## config.mk

```make
export PLATFORM = sky130hd
export DESIGN_NAME = keccak_axis_deadlock_detector
export DESIGN_NICKNAME = d
export VERILOG_FILES = /design/src/rtl/keccak_axis_deadlock_detector.sv
export SDC_FILE = /design/constraint.sdc
export NUM_CORES = 1
export LEC_CHECK = 0
export CAP_MARGIN = 30
export CELL_PAD_IN_SITES_DETAIL_PLACEMENT = 1
export CELL_PAD_IN_SITES_GLOBAL_PLACEMENT = 1
export CORE_ASPECT_RATIO = 2
export CORE_MARGIN = 2
export CORE_UTILIZATION = 40
export CTS_BUF_LIST = sky130_fd_sc_hd__clkbuf_2
export CTS_CLUSTER_SIZE = 12
export DETAILED_ROUTE_END_ITERATION = 6
export GPL_TIMING_DRIVEN = 0
export PLACE_DENSITY = 0.79
export SLEW_MARGIN = 20
export SYNTH_ARGS = -nofsm -noshare
export SYNTH_HDL_FRONTEND = slang
export SYNTH_SLANG_ARGS = --single-unit
```

## constraint.sdc

```tcl
create_clock -name clock -period 2.41 [get_ports clock]
set_input_delay 0.723 -clock clock [delete_from_list [all_inputs] [get_ports clock]]
set_output_delay 0.723 -clock clock [all_outputs]
set_load 0.05 [all_outputs]
```

## src/rtl/keccak_axis_deadlock_detector.sv

```systemverilog
// Deadlock detector for the keccak_top HLS kernel: watches registered AXIS blocking,
// idle and internal-block probes, and latches a sticky block flag after a sustained stall.
module keccak_axis_deadlock_detector #(
   parameter int NUM_AXIS     = 2,
   parameter int NUM_INST     = 3,
   parameter int NUM_BLK      = 1,
   parameter int STALL_CYCLES = 64,
   parameter int CNT_W        = 16
) (
   input  logic                clock,
   input  logic                reset_n,
   input  logic [NUM_AXIS-1:0] axis_block_sigs,
   input  logic [NUM_INST-1:0] inst_idle_sigs,
   input  logic [NUM_BLK-1:0]  inst_block_sigs,
   output logic                block,
   output logic                suspect,
   output logic [NUM_AXIS-1:0] block_chan_mask,
   output logic [CNT_W-1:0]    abort_count
);

   localparam int CW = $clog2(STALL_CYCLES + 1);
   localparam logic [CW-1:0] TERMINAL = CW'(STALL_CYCLES - 1);

   localparam logic [1:0] ST_RUN      = 2'd0;
   localparam logic [1:0] ST_SUSPECT  = 2'd1;
   localparam logic [1:0] ST_DEADLOCK = 2'd2;

   logic [NUM_AXIS-1:0] axis_q;
   logic [NUM_INST-1:0] idle_q;
   logic [NUM_BLK-1:0]  iblk_q;
   logic [NUM_AXIS-1:0] stalled;
   logic [NUM_AXIS-1:0] stuck;
   logic                cond;
   logic [1:0]          state;
   logic [CW-1:0]       cnt;
   logic                unused_top_idle;

   // The top-level idle slot carries no information about a channel.
   assign unused_top_idle = idle_q[0];

   always_ff @(posedge clock or negedge reset_n) begin
      if (!reset_n) begin
         axis_q <= '0;
         idle_q <= '0;
         iblk_q <= '0;
      end else begin
         axis_q <= axis_block_sigs;
         idle_q <= inst_idle_sigs;
         iblk_q <= inst_block_sigs;
      end
   end

   // Channel i maps to instance i+1; a channel is stuck if its owner is idle or it is blocked.
   always_comb begin
      stalled = '0;
      stuck   = '0;
      for (int i = 0; i < NUM_AXIS; i++) begin
         stalled[i] = axis_q[i] & ~idle_q[i+1];
         stuck[i]   = idle_q[i+1] | axis_q[i];
      end
      cond = (&stuck) & ((|stalled) | (|iblk_q));
   end

   always_ff @(posedge clock or negedge reset_n) begin
      if (!reset_n) begin
         state           <= ST_RUN;
         cnt             <= '0;
         block_chan_mask <= '0;
         abort_count     <= '0;
      end else begin
         case (state)
            ST_RUN: begin
               if (cond) begin
                  state <= ST_SUSPECT;
                  cnt   <= CW'(1);
               end else begin
                  cnt   <= '0;
               end
            end
            ST_SUSPECT: begin
               // A dropped condition beats the terminal count.
               if (!cond) begin
                  state <= ST_RUN;
                  cnt   <= '0;
                  if (abort_count != {CNT_W{1'b1}})
                     abort_count <= abort_count + 1'b1;
               end else if (cnt == TERMINAL) begin
                  state           <= ST_DEADLOCK;
                  block_chan_mask <= stalled;
               end else begin
                  cnt <= cnt + 1'b1;
               end
            end
            ST_DEADLOCK: begin
               state <= ST_DEADLOCK;
            end
            default: begin
               state <= ST_RUN;
               cnt   <= '0;
            end
         endcase
      end
   end

   assign block   = (state == ST_DEADLOCK);
   assign suspect = (state == ST_SUSPECT);

endmodule

```

=== Word-level counts from Yosys, hierarchy flattened ===
Index checks and enable logic that the tools add are counted.

* Bits in registers: 33
* Bits in latches: 0
* RAM bits: 0
* Bits in read-only memories: 0
* Input port bits: 8
* Output and inout bits: 20
* Logic and storage cells: 41
* Memories: 0

* Add/sub/neg operators: 2
* $mul: 0
* Div/mod/pow operators: 0
* $lt $le $gt $ge: 0
* Equal/unequal tests: 7
* Shift operators: 0
* Mux-type cells: 8
* Bitwise operators: 10
* Reduce and logical (&&, ||, !) cells: 7

{| class="wikitable"
|+ Operators with widths
! cell !! count
|-
| $pmux 7 s3 || 1
|-
| $add 16x1->16 const B || 1
|-
| $ne 16x16->1 const B || 1
|-
| $mux 7 || 2
|-
| $add 7x1->7 const B || 1
|-
| $eq 7x6->1 const B || 1
|-
| $mux 2 || 3
|-
| $pmux 2 s3 || 1
|-
| $reduce_and 2->1 || 3
|-
| $reduce_and 3->1 || 2
|-
| $not 1->1 || 4
|-
| $and 1x1->1 || 3
|-
| $ne 3x2->1 const B || 1
|-
| $ne 3x3->1 const B || 1
|-
| $or 1x1->1 || 3
|-
| $eq 2x1->1 const B || 1
|-
| $eq 2x2->1 const B || 1
|-
| $logic_not 2->1 || 1
|-
| $ne 2x2->1 const B || 1
|-
| $reduce_or 2->1 || 1
|-
| $mux 1 || 1
|}

=== Logic depth before layout (Yosys ltp) ===
Gate-level depths: netlist of run 1.

* Depth in word-level cells: 7
* Depth in mapped cells: 7
* Depth with buffers taken out: 6

=== Least setup slack after synthesis of run 1 ===
OpenSTA, ideal clock, no wires.

* Path kind: flip-flop to flip-flop
* Start: register abort_count[0]
* End: register abort_count[12]
* Library setup time: 0.142 ns
* Data arrival time: 2.133 ns
* Data required time: 2.268 ns
* Setup slack: 0.135 ns
* Stages on the path, launching flop included: 7
* Path buffers: 0
* Period minus slack after synthesis: 2.275 ns
* Path through: dfrtp_1 > ha_1 > and2_1 > nand3_1 > or4_4 > or3_1 > xnor2_1

* Word-level cells in the longest chain between the ends: 2
* Elaborated cells on any way between the ends: 3
* Classes of those cells: add/sub: 1; eq/ne: 1; reduce/logical: 1

{| class="wikitable"
|+ Ends and longest elaborated chain
! what !! RTL line !! source
|-
| start, declared || 18 || <nowiki>output logic [CNT_W-1:0] abort_count</nowiki>
|-
| start signal, assigned || 86 || <nowiki>abort_count <= abort_count + 1'b1;</nowiki>
|-
| branches (longest 2 deep; another with $add 16x1->16) || - ||
|}

Several ways; the timed one is not identified.
A chain may end at the register's enable or synchronous reset.

=== Final worst setup path of run 1 ===
* Start: register abort_count[15]
* End: output port abort_count[15]

No word-level cell between the ends.

==> metrics, run 1 <==
max cap viols 0; Num Clock Sinks 32; most common cell after layout, fill and taps aside dfrtp_1; Net Count, Synth 148; final hold violation count 0; Synth Cell Area 1450 sq um; leakage power 0.934 nW; WHS between 300 and 400 ps; period utilization 0.967; Setup TNS 0 ps; Die Span Y approximately 89 microns; starting density of the core 0.412; reg2reg path depth 6; Die X 46.6 microns; core area 3530 sq um; Final setup viols 0; peak supply drop 0.567 mV; first-pass GRT wire length ~5200 microns; vias in the first global route about 1100; post-synthesis xor/xnor area fraction 0.0965; Synth Area in Adders 0.0172; CTS tree built; crit-path cells clkdlybuf4s50_1; top_reg_cell synth dfrtp_1; vias between 1000 and 1500; maximum number of pins on one net before global-route repair 33; final instance area 1830 sq um; Crit Path Class register to output port; WL/cell 14.2 microns; Area Growth Syn to Fin 25.8%; Fmax 429 MHz; Detailed Routing Iterations Pass 1 3; RSZ-0062 raised after global routing false; worst-case clock buffer depth 2; antenna violations before repair 0; Detailed Route Iter0 Violations 13; Worst EP arrival ~1600 ps; Worst path top cell family by delay buffers and inverters; Hold Path Class input pin to asynchronous set/reset pin; GRT overflow 0; synthesized flop and latch total 32; share of synthesized area spent on multiplexers 0.0224; worst r2r src cnt[0]; post-placement setup slack between 150 and 200 ps; Power Dens Cells between 700 and 800 nW/um^2; Nets 181; simple logic cell fraction of the synthesized area 0.224; CP max FO 3; CP max-delay cell clkdlybuf4s50_1; Clock Skew 22.8 ps; async set-reset flop share out of synthesis 1.00; layout cell share with drive strength beyond 1 0.105; worst reg2reg path endpoint cnt[4]; dpl cell area 1770 sq um; DRT antenna net count 0; ant diodes 0; worst slew pin tran just under 700 ps; Compound-Gate Fraction of Synth Area 0.0784; Seq/Total Area, Yosys 0.551; Detailed Place HPWL 2330 microns; Row Count 31; # port buffers 26; max_slew headroom 0.538; Max stage delay on crit path 820 ps; Worst-Skew Late Latency 370 ps; Root Buffer clkbuf_2; status finished, final reports clean; Syn Area/Cell ~11 sq um; synthesized instance count about 140; Overall Global Routing Usage 0.177; DRC violations left 0; Final Max Tran Viols 0; die footprint 4160 sq um; crit path time final 2330 ps; commonest cells after routing, fill and taps aside dfrtp_1, nand2_1, xnor2_1, dlymetal6s2s_1, nand3_1; CP required 1690 ps; crit end category output port; Layout fillers 405; Reg clk slew, reported paths ~170 ps; Num CTS Buffers 5; Synthesis Warnings 0; Vias/cell 5.09; I/O pins 28; r2r setup slk 350 ps; number of enable flip-flop cells after synthesis 0; number of setup buffers added after CTS 0; H-Tree Depth 2; startpoint types register; Util after Layout 0.518; distinct cell type count after synthesis 32; Worst Setup Slack, final 79.0 ps; largest family of logic cells by synthesized area simple AND/OR/NAND/NOR gates; Total Wirelength 3130 microns; CP Buf/Inv Count 1; GP Congestion 0.791
==> stage by stage <==
stage	instances	power, mW
CTS	221	1.34
global route	221	1.40
finish	221	1.32
global placement	213	1.08
floorplan	138	0.935
detailed placement	213	1.09
==> worst max path at each step <==
stage / start / end / slack (ps) / depth (start not counted)
2_1_floorplan: abort_count[0] / abort_count[12] / 130 / 6
3_3_place_gp: reset_n / abort_count[0] / 4 / 1
3_5_place_dp: state[1] / suspect / 170 / 3
4_1_cts: abort_count[0] / abort_count[0] / 3 / 1
5_1_grt: abort_count[15] / abort_count[15] / 4 / 1
6_report: abort_count[15] / abort_count[15] / 80 / 1
==> registers in the layout, summed over array words and instances, names as in the netlist <==
name and cells:
idle_q 2, iblk_q 1, block_chan_mask 2, state 2, axis_q 2, abort_count 16
cnt 7
==> routing by layer <==
layer	routed length, microns	track usage	vias to the layer above
met2	1600	0.283	27
met5	0	0	-
li1	-	-	541
met1	1330	0.221	551
met4	66	0.0783	0
met3	136	0.0424	6
==> cell type report <==
cell class / count / area (sq um) / share of cell area
repair buffers: 26 / 275 / 0.151
multi-input cells: 102 / 637 / 0.348
plain buffers: 1 / 3.75 / 0.00205
clock inverters: 1 / 3.75 / 0.00205
well taps: 49 / 61.3 / 0.0335
clock buffers: 7 / 35.0 / 0.0192
inverters: 3 / 11.3 / 0.00616
flip-flops and latches: 32 / 801 / 0.438
==> cells by family after synthesis <==
| group | Yosys count |
|---|---|
| simple gates | 63 |
| flops | 32 |
| compound gates | 18 |
| xor+xnor | 16 |
| buf+inv | 4 |
| mux | 3 |
| fa+ha+maj | 2 |
==> cell usage after synthesis, types with 3 or more instances <==
library cell	number	area (sq um)
o21ai_0	8	40.0
and2_1	4	25.0
xnor2_1	13	114
nand3_1	10	50.1
xor2_1	3	26.3
dfrtp_1	32	801
inv_1	3	11.3
nand2_1	19	71.3
nor3_1	4	20.0
nand4_1	5	31.3
nand2b_1	3	18.8
nor2_1	7	26.3
==> where the power goes <==
| group | switching (mW) | internal (mW) |
|---|---|---|
| combinational | 0.259 | 0.144 |
| clock | 0.179 | 0.0777 |
| sequential | 0.0673 | 0.592 |
| total | 0.505 | 0.814 |
==> what timing repair did <==
action                                  CTS  global route
endpoints found under the setup margin    5            12
resized for setup                         8            12
hold buffers                              0             0
==> worst reg2reg max path, cell delays in order, from the launching register on <==
cell	delay (ps)
dfrtp_1	460
ha_1	230
nand3_1	170
nor3_1	590
nor2_1	70
mux2_2	280
o31ai_1	190
No activity file was read; power rests on OpenSTA's default activity.
==> inputs of run 2 (changes only) <==
--- a/config.mk
+++ b/config.mk
@@ -7,2 +7,3 @@
 export LEC_CHECK = 0
+export ABC_CLOCK_PERIOD_IN_PS = 2410
 export CAP_MARGIN = 30
@@ -18,2 +19,3 @@
 export PLACE_DENSITY = 0.79
+export RECOVER_POWER = 25
 export SLEW_MARGIN = 20
--- a/constraint.sdc
+++ b/constraint.sdc
@@ -3,2 +3,2 @@
 set_output_delay 0.723 -clock clock [all_outputs]
-set_load 0.05 [all_outputs]
+set_load 0.1 [all_outputs]
==> metrics, run 2 (synthesized netlist as in run 1, its figures left out) <==
total power 1.46 mW (+11%); Area Growth Syn to Fin 19.9%; Detailed Place HPWL 2290 microns (-1.7%); period utilization 0.956 (-0.0108); worst slew pin tran 1660 ps (+970 ps); startpoint types register; Detailed Route Iter0 Violations 19 (+6); Final setup viols 0 (unchanged); Die X 46.6 microns (unchanged); crit path time final 2300 ps (-26.0 ps); CTS tree built; DRC violations left 0 (unchanged); Reg with most FFs abort_count; Hold Path Class register to register; Detailed Routing Iterations Pass 1 2 (-1); Fmax 434 MHz (+1.1%); # hold bufs at CTS 0 (unchanged); vias 1126 (+0.089%); Final Max Tran Viols 33 (+33); Reg clk slew, reported paths 130 ps (-40 ps); WL/cell 14.1 microns (-0.83%); placed insts 213 (unchanged); RSZ-0062 raised after global routing false; ant diodes 0 (unchanged); Total Wirelength 3090 microns (-1.3%); Overall Global Routing Usage 0.182 (+0.00471); Die Span Y 89.2 microns (unchanged); Largest regs abort_count x16, cnt x7; CP Buf/Inv Count 1 (unchanged); violated checks capacitance limit, slew limit; Nets 181 (unchanged); Worst-Skew Late Latency 370 ps (about the same); final hold violation count 0 (unchanged); Worst path top cell family by delay buffers and inverters; peak supply drop 0.589 mV (+3.9%); post-placement setup slack -147 ps (-312 ps); Root Buffer clkbuf_2; Worst EP arrival 1580 ps (-30 ps); GP Congestion 0.770 (-2.7%); layout cell share with drive strength beyond 1 0.222 (+0.118); leakage power 0.767 nW (-18%); crit-path cells dlygate4sd2_1; maximum number of pins on one net before global-route repair 33 (unchanged); Vias/cell 5.12 (+0.54%); core area 3530 sq um (unchanged); I/O pins 28 (unchanged); starting density of the core 0.412 (unchanged); max_slew headroom -0.109 (-0.647); CP max FO 2 (-1); Crit Path Class register to output port; Setup TNS 0 ps (unchanged); max FFs per register 16 (unchanged); most common cell after layout, fill and taps aside dfrtp_1; GRT overflow 0 (unchanged); max cap viols 1 (+1); crit end category output port; status finished with violations; die footprint 4160 sq um (unchanged); CP required 1690 ps (about the same); vias in the first global route 1208 (+6.8%); Power Dens Cells 837 nW/um^2 (+16%); Worst Setup Slack, final 105 ps (+26.0 ps); worst-case clock buffer depth 2 (unchanged); Num Clock Sinks 32 (unchanged); Clock Skew 17.7 ps (-5.10 ps); Resized cells post-CTS 41 (+33); Max stage delay on crit path 860 ps (+40 ps); H-Tree Depth 2 (unchanged); first-pass GRT wire length 5390 microns (+3.0%); # port buffers 26 (unchanged); final cell count without fillers 220 (-0.45%); Util after Layout 0.493 (-0.0245); Num CTS Buffers 5 (unchanged); antenna violations before repair 0 (unchanged); number of setup buffers added after CTS 0 (unchanged); commonest cells after routing, fill and taps aside dfrtp_1, nand2_1, clkbuf_2, xnor2_1, nand3_1; DRT antenna net count 0 (unchanged); CP max-delay cell dlygate4sd2_1; Row Count 31 (unchanged)
-- run 2: cell count changes in the layout (fill, tap and decap cells not counted), sizes merged --
cell,previous run,this run
clkdlybuf4s15,1,4
clkdlybuf4s50,9,0
clkinv,1,0
buf,2,3
clkbuf,8,20
dlymetal6s2s,11,0
dlygate4sd3,0,5
dlygate4sd2,3,2
-- run 2: cell type report --
cell class / count / area (sq um)
Fill cell: 405 / 1790
Sequential cell: 32 / 807
Multi-Input combinational cell: 102 / 637
Timing Repair Buffer: 26 / 186
Tap cell: 49 / 61.3
Clock buffer: 7 / 35.0
Inverter: 3 / 11.3
Buffer: 1 / 3.75
-- run 2: metrics by stage --
step	area [sq um]	hold slack, ps
6_report	1740	498
5_1_grt	1740	520
4_1_cts	1800	383
3_5_place_dp	1780	477
3_3_place_gp	1780	472
2_1_floorplan	1460	427
-- run 2: layer usage --
metal	share of wire	up-vias	GRT usage
li1	-	542	-
met1	0.41	551	0.218
met2	0.53	26	0.298
met3	0.042	7	0.0424
met4	0.022	0	0.0833
met5	0	-	0
-- run 2: path summary, 6_finish.rpt --
check	startpoint	to	slack, ps	cells after the start
min in group asynchronous	reset_n	abort_count[12]	760	1
max in group asynchronous	reset_n	abort_count[0]	570	1
setup reg to reg	abort_count[0]	abort_count[15]	330	7
hold / removal	cnt[5]	cnt[5]	500	1
setup / recovery	block_chan_mask[1]	block_chan_mask[1]	110	1
hold reg to reg	cnt[5]	cnt[5]	500	1
-- run 2: where the power goes --
group,internal [mW],switching [mW]
sequential,0.600,0.0708
combinational,0.107,0.438
clock,0.0756,0.167
==> inputs of run 3 (changes only) <==
Settings changed: ABC_CLOCK_PERIOD_IN_PS 2410 to 2200, CORE_MARGIN 2 to unset.
Clock period 2.41 ns to 2.2 ns, I/O delays scaled along.
==> metrics, run 3 (synthesized netlist as in run 1, its figures left out) <==
vias in the first global route 1253 (+3.7%); first-pass GRT wire length 5780 microns (+7.2%); grt met2 use 0.401 (+0.103); Worst EP arrival 1430 ps (-150 ps); Hold Path Class input pin to asynchronous set/reset pin; DRT antenna net count 0 (unchanged); max_slew headroom 0.524 (+0.632); Fmax 479 MHz; crit end category output port; Util after Layout 0.543 (+0.0494); Num Clock Sinks 32 (unchanged); Root Buffer clkbuf_2; startpoint types register; CTS tree built; Detailed Place HPWL 2620 microns (+14%); status finished, final reports clean; number of setup buffers added after CTS 0 (unchanged); GRT overflow 0 (unchanged); max cap viols 0 (-1); Nets 181 (unchanged); Setup TNS 0 ps (unchanged); Overall Global Routing Usage 0.205 (+0.0232); ant diodes 0 (unchanged); GP Congestion 0.788 (+2.3%); grt met1 use 0.180 (-0.0385); worst-case clock buffer depth 2 (unchanged); vias 1162 (+3.2%); final hold violation count 0 (unchanged); Final Max Tran Viols 0 (-100%); Layout fillers 383 (-5.4%); r2r setup slk 170 ps (-160 ps); Largest regs abort_count x16, cnt x7; worst slew pin tran 714 ps (-949 ps); DRC violations left 0 (unchanged); total power 1.68 mW (+15%); layout cell share with drive strength beyond 1 0.273 (+0.0510); most common cell after layout, fill and taps aside dfrtp_1; antenna violations before repair 0 (unchanged); RSZ-0062 raised after global routing false; I/O pins 28 (unchanged); CP max FO 5 (+3); Detailed Routing Iterations Pass 1 3 (+1); Reg clk slew, reported paths 170 ps (+40 ps); Die Span Y 87.2 microns (-2.2%); maximum number of pins on one net before global-route repair 33 (unchanged); Clock Skew 8.00 ps (-9.72 ps); GRT Max-Usage Layer met2; Detailed Route Iter0 Violations 37 (+18); GR Util met3 0.0394 (-0.00301); starting density of the core 0.425 (+0.0137); Die X 44.6 microns (-4.3%); Area Growth Syn to Fin 27.6%; Row Count 30 (-3.2%); Power Dens Cells 907 nW/um^2 (+8.3%); H-Tree Depth 2 (unchanged); crit path time final 2090 ps; Crit Path Class register to output port; Num CTS Buffers 5 (unchanged); Vias/cell 5.28 (+3.2%); WL/cell 15.7 microns (+12%); core area 3420 sq um (-3.2%); Reg with most FFs abort_count; commonest cells after routing, fill and taps aside dfrtp_1, nand2_1, clkdlybuf4s15_2, xnor2_1, nand3_1; leakage power 0.754 nW (-1.6%); max FFs per register 16 (unchanged); period utilization 0.949; Worst-Skew Late Latency 370 ps (about the same); peak supply drop 0.731 mV (+24%); dpl cell area 1800 sq um (+1.2%); die footprint 3890 sq um (-6.4%); final instance area 1850 sq um (+6.5%); Final setup viols 0 (unchanged); CP required 1540 ps (-150 ps); Total Wirelength 3460 microns (+12%); # port buffers 26 (unchanged)
-- run 3: critical path, cell delays in order (launching register included) --
cell,delay (ps)
dfrtp_1,450
nand2b_1,190
inv_1,120
buf_4,310
-- run 3: timing repair --
item | CTS | global route
resized for setup | 66 | 2
hold buffers | 0 | 0
hold endpoints to repair | 0 | 0
endpoints found under the setup margin | 20 | 11
-- run 3: area by class of cell --
type	count	area, sq um	area share
clock buffer	7	35.0	0.0189
timing repair buffer	26	273	0.147
inverter	3	11.3	0.00607
sequential	32	817	0.441
multi-input combinational	102	649	0.350
buffer	1	5.00	0.00270
tap	48	60.1	0.0324
clock inverter	1	3.75	0.00202
-- run 3: power by group --
part           internal, mW  switching, mW
Sequential            0.667         0.0864
Combinational         0.159          0.483
Clock                0.0852          0.200
-- run 3: final timing paths --
kind	startpoint	endpoint	depth (start not counted)
worst min register to register	cnt[5]	cnt[5]	1
max in group asynchronous	reset_n	abort_count[0]	1
min in group clock	cnt[5]	cnt[5]	1
worst min-delay path	reset_n	axis_q[1]	1
worst max-delay path	state[0]	block	3
worst max register to register	abort_count[0]	abort_count[15]	7
-- run 3: per-stage QoR --
stage	hold WS (ps)	setup slack, ps	instances
final	315	111	220
after global placement	465	-288	212
after CTS	318	3.42	220
after floorplan	364	12.2	138
after global routing	362	6.69	220
after detailed placement	484	-322	212
-- run 3: routing by layer --
metal | share of wire | up-vias
met5 | 0 | -
met4 | 0.032 | 0
met3 | 0.041 | 12
met2 | 0.59 | 27
met1 | 0.34 | 580
li1 | - | 543
==> RTL edit 1: new RTL, config.mk and constraints of run 3 <==
The parameter `NUM_INST` goes from 3 to 2.
--- a/src/rtl/keccak_axis_deadlock_detector.sv
+++ b/src/rtl/keccak_axis_deadlock_detector.sv
@@ -2,7 +2,7 @@
 // idle and internal-block probes, and latches a sticky block flag after a sustained stall.
 module keccak_axis_deadlock_detector #(
    parameter int NUM_AXIS     = 2,
-   parameter int NUM_INST     = 3,
+   parameter int NUM_INST     = 2,
    parameter int NUM_BLK      = 1,
    parameter int STALL_CYCLES = 64,
    parameter int CNT_W        = 16
Interface: changed (resized inst_idle_sigs); port bits go from 28 to 27. No check against the original RTL was run, so the function may have changed too.
==> RTL edit 1 against run 3 <==
  * The run now ends with DRC, capacitance limit, slew limit left
  * Non-clock buffer count decreased by 3
  * Final area fell by 4.8%
  * Synthesized area fell by 2.1%
  * Clock skew up 0.021 ns
  * Routed wire length decreased by 14%
  * Power shrank 8.4%
  * Worst setup slack better by 0.0073 ns
  * Sequential cell count down 3
  * Combinational power decreased by 4.4%
==> RTL edit 1: results (changes against run 3) <==
fillers: 384  # +0.26%
place_area_um2: 1705  # -5.1%
status: "finished, violations left"
nMultiInputCombCells: 97  # -4.9%
first_pass_iters: 6  # +3
seq_share: 0.4210  # -0.01964
viasPerCell: 5.727  # +8.4%
met2_usage: 0.3021  # -0.09893
top_regs: "abort_count: 16 flops, cnt: 7 flops, state: 2 flops"
syn_area_per_cell_um2: 10.86  # +3.2%
clock_area_frac: 0.02126  # +0.0003439
period_share: 0.9460  # -0.003334
cts-resized-gates: 64  # -3.0%
violations: "DRC, capacitance limit, slew limit"
maxSlewViolCount: 30  # +30
cap_viol_max_count: 1  # +1
wl_met2_um: 1648  # -19%
synth_compound_area_frac: 0.09323  # +0.01485
drc_errors: 2  # +2
place.gp.congestion: 0.8164  # +3.6%
synth_xor_area_frac: 0.08619  # -0.01028
worstReg2RegStart: "idle_q[1]$_DFF_PN0_"
met3_length_um: 87  # -39%
switching_share: 0.4785  # +0.02092
place_ws_ns: -0.4070  # -0.08495 ns
layout-drive-gt1-share: 0.3148  # +0.04156
grt_pass1_vias: 1127  # -10%
==> RTL edit 1: cell count changes after synthesis, sizes merged, moves of 2 or more <==
cell,run 3,this run
xnor2,13,2
xor2,3,12
nand2,19,11
nor4,0,7
a21oi,2,7
o21ai,8,3
and2,5,1
dfrtp,32,29
nand3,10,7
o211ai,0,3
mux2,2,4
or3,2,0
==> RTL edit 1: worst min path at each step <==
stage                             endpoint  slack (ns)  cells after the start
2_1_floorplan   abort_count[0]$_DFFE_PN0P_        0.36                      0
3_3_place_gp   abort_count[13]$_DFFE_PN0P_        0.47                      1
5_1_grt         abort_count[5]$_DFFE_PN0P_        0.52                      1
6_report                cnt[5]$_DFFE_PN0P_        0.50                      1
3_5_place_dp            cnt[5]$_DFFE_PN0P_        0.48                      1
4_1_cts                 cnt[4]$_DFFE_PN0P_        0.29                      1
==> RTL edit 1: worst register-to-register path, delay by kind of cell, from the launching register on <==
kind / cells / cell delay, ns
DFF: 1 / 0.43
muxes: 2 / 0.67
and+or+nand+nor: 2 / 0.86
==> RTL edit 2: new RTL, settings of run 3 <==
Made on the original files. Register the inputs `axis_block_sigs`, `inst_idle_sigs` and `inst_block_sigs` before use, without a reset. The logic sees them one clock later.
--- a/src/rtl/keccak_axis_deadlock_detector.sv
+++ b/src/rtl/keccak_axis_deadlock_detector.sv
@@ -25,6 +25,16 @@
    localparam logic [1:0] ST_SUSPECT  = 2'd1;
    localparam logic [1:0] ST_DEADLOCK = 2'd2;
 
+   logic [NUM_AXIS-1:0] axis_block_sigs_q;
+   logic [NUM_INST-1:0] inst_idle_sigs_q;
+   logic [NUM_BLK-1:0] inst_block_sigs_q;
+
+   always_ff @(posedge clock) begin
+      axis_block_sigs_q <= axis_block_sigs;
+      inst_idle_sigs_q  <= inst_idle_sigs;
+      inst_block_sigs_q <= inst_block_sigs;
+   end
+
    logic [NUM_AXIS-1:0] axis_q;
    logic [NUM_INST-1:0] idle_q;
    logic [NUM_BLK-1:0]  iblk_q;
@@ -44,9 +54,9 @@
          idle_q <= '0;
          iblk_q <= '0;
       end else begin
-         axis_q <= axis_block_sigs;
-         idle_q <= inst_idle_sigs;
-         iblk_q <= inst_block_sigs;
+         axis_q <= axis_block_sigs_q;
+         idle_q <= inst_idle_sigs_q;
+         iblk_q <= inst_block_sigs_q;
       end
    end
 
Check against the original RTL: not equivalent (a bounded check fails within 4 cycles, from zero or initial values and one cycle with reset_n low).
==> RTL edit 2 against run 3 <==
  * The run now ends with capacitance limit, slew limit left
  * Routed wire length grew 12%
  * Final area up 9.5%
  * Utilization decreased by 1.5 points
  * Worst setup slack worse by 0.018 ns
  * Clock skew is 0.0097 ns higher
  * Power increased by 5.7%
  * Die area up 11%
  * Synthesized area is 11% higher
  * Sequential power up 10%
  * Sequential cell count increased by 5
  * First-iteration DRC count fell by 59%
  * Global-route usage rose by 0.44 points
==> RTL edit 2: results (changes against run 3) <==
maxSlewViolCount: 33  # +33
power_frac_clock: 0.178  # +0.009
place_area_um2: 1958  # +9.0%
fin_nets: 178  # -1.7%
violations: "capacitance limit, slew limit"
synth.top_cells.by_area: "dfrtp_1 (49%), xor2_1 (6.5%), dfxtp_1 (6.2%)"
cp_slowest_cell: "clkdlybuf4s15_2"
drtIter0Drc: 15  # -59%
place.gp.congestion: 0.7615  # -3.4%
hold_path.class: "reg2reg"
yosys.area_share.adder: 0.01546  # -0.001771
status: "finished, violations left"
cap_viol_max_count: 1  # +1
place_ws_ns: -0.4214  # -0.09931 ns
r2r_cells: 5  # -2
p_leak_nw: 0.8842  # +17%
syn_area_per_cell_um2: 11.99  # +14%
vias: 1172  # +0.86%
grt_pass1_wl_um: 6327  # +9.6%
period_needed_ns: 2.107  # +0.01825 ns
p_int_uw: 976.8  # +7.1%
rrSetupSlack_ns: 0.25  # +0.08 ns
grt_pass1_vias: 1307  # +4.3%
tightest_slew_ns: 1.779  # +1.065 ns
peakVddDrop_v: 0.0005665  # -22%
synth_compound_area_frac: 0.1043  # +0.02595
critical_path_arrival_ns: 1.45  # +0.02 ns
## RTL edit 2: cell count changes in the layout (fill, tap and decap cells not counted), sizes merged, moves of 5 or more
| cell | run 3 | this run |
|---|---|---|
| dfxtp | 0 | 5 |
| xor2 | 3 | 12 |
| nor4 | 0 | 5 |
| a21oi | 2 | 7 |
| and2 | 5 | 0 |
| xnor2 | 13 | 3 |
| nand2 | 19 | 5 |
| nand3 | 10 | 4 |
## RTL edit 2: path summary, 6_finish.rpt
| check | end | start |
|---|---|---|
| worst max-delay path | abort_count[5] | abort_count[5]$_DFFE_PN0P_ |
| worst min-delay path | axis_q[1]$_DFF_PN0_ | axis_block_sigs_q[1]$_DFF_P_ |
| worst max register to register | block_chan_mask[1]$_DFFE_PN0P_ | cnt[0]$_DFFE_PN0P_ |
| worst min register to register | axis_q[1]$_DFF_PN0_ | axis_block_sigs_q[1]$_DFF_P_ |
| max in group asynchronous | abort_count[14]$_DFFE_PN0P_ | reset_n |
| min in group asynchronous | axis_q[1]$_DFF_PN0_ | reset_n |
## RTL edit 2: layer usage
metal / share of wire / GRT usage / vias up
met5: 0 / 0 / -
li1: - / - / 557
met2: 0.62 / 0.3935 / 20
met3: 0.027 / 0.04134 / 4
met4: 0.012 / 0.07143 / 0
met1: 0.34 / 0.2060 / 591
## RTL edit 2: final cells by class
class / instances / area, um2
clock buffers: 5 / 25.02
clock inverters: 3 / 21.27
multi-input cells: 92 / 705.7
repair buffers: 26 / 279.0
inverters: 6 / 22.52
fillers: 442 / 1813
well taps: 51 / 63.81
flip-flops and latches: 37 / 913.4
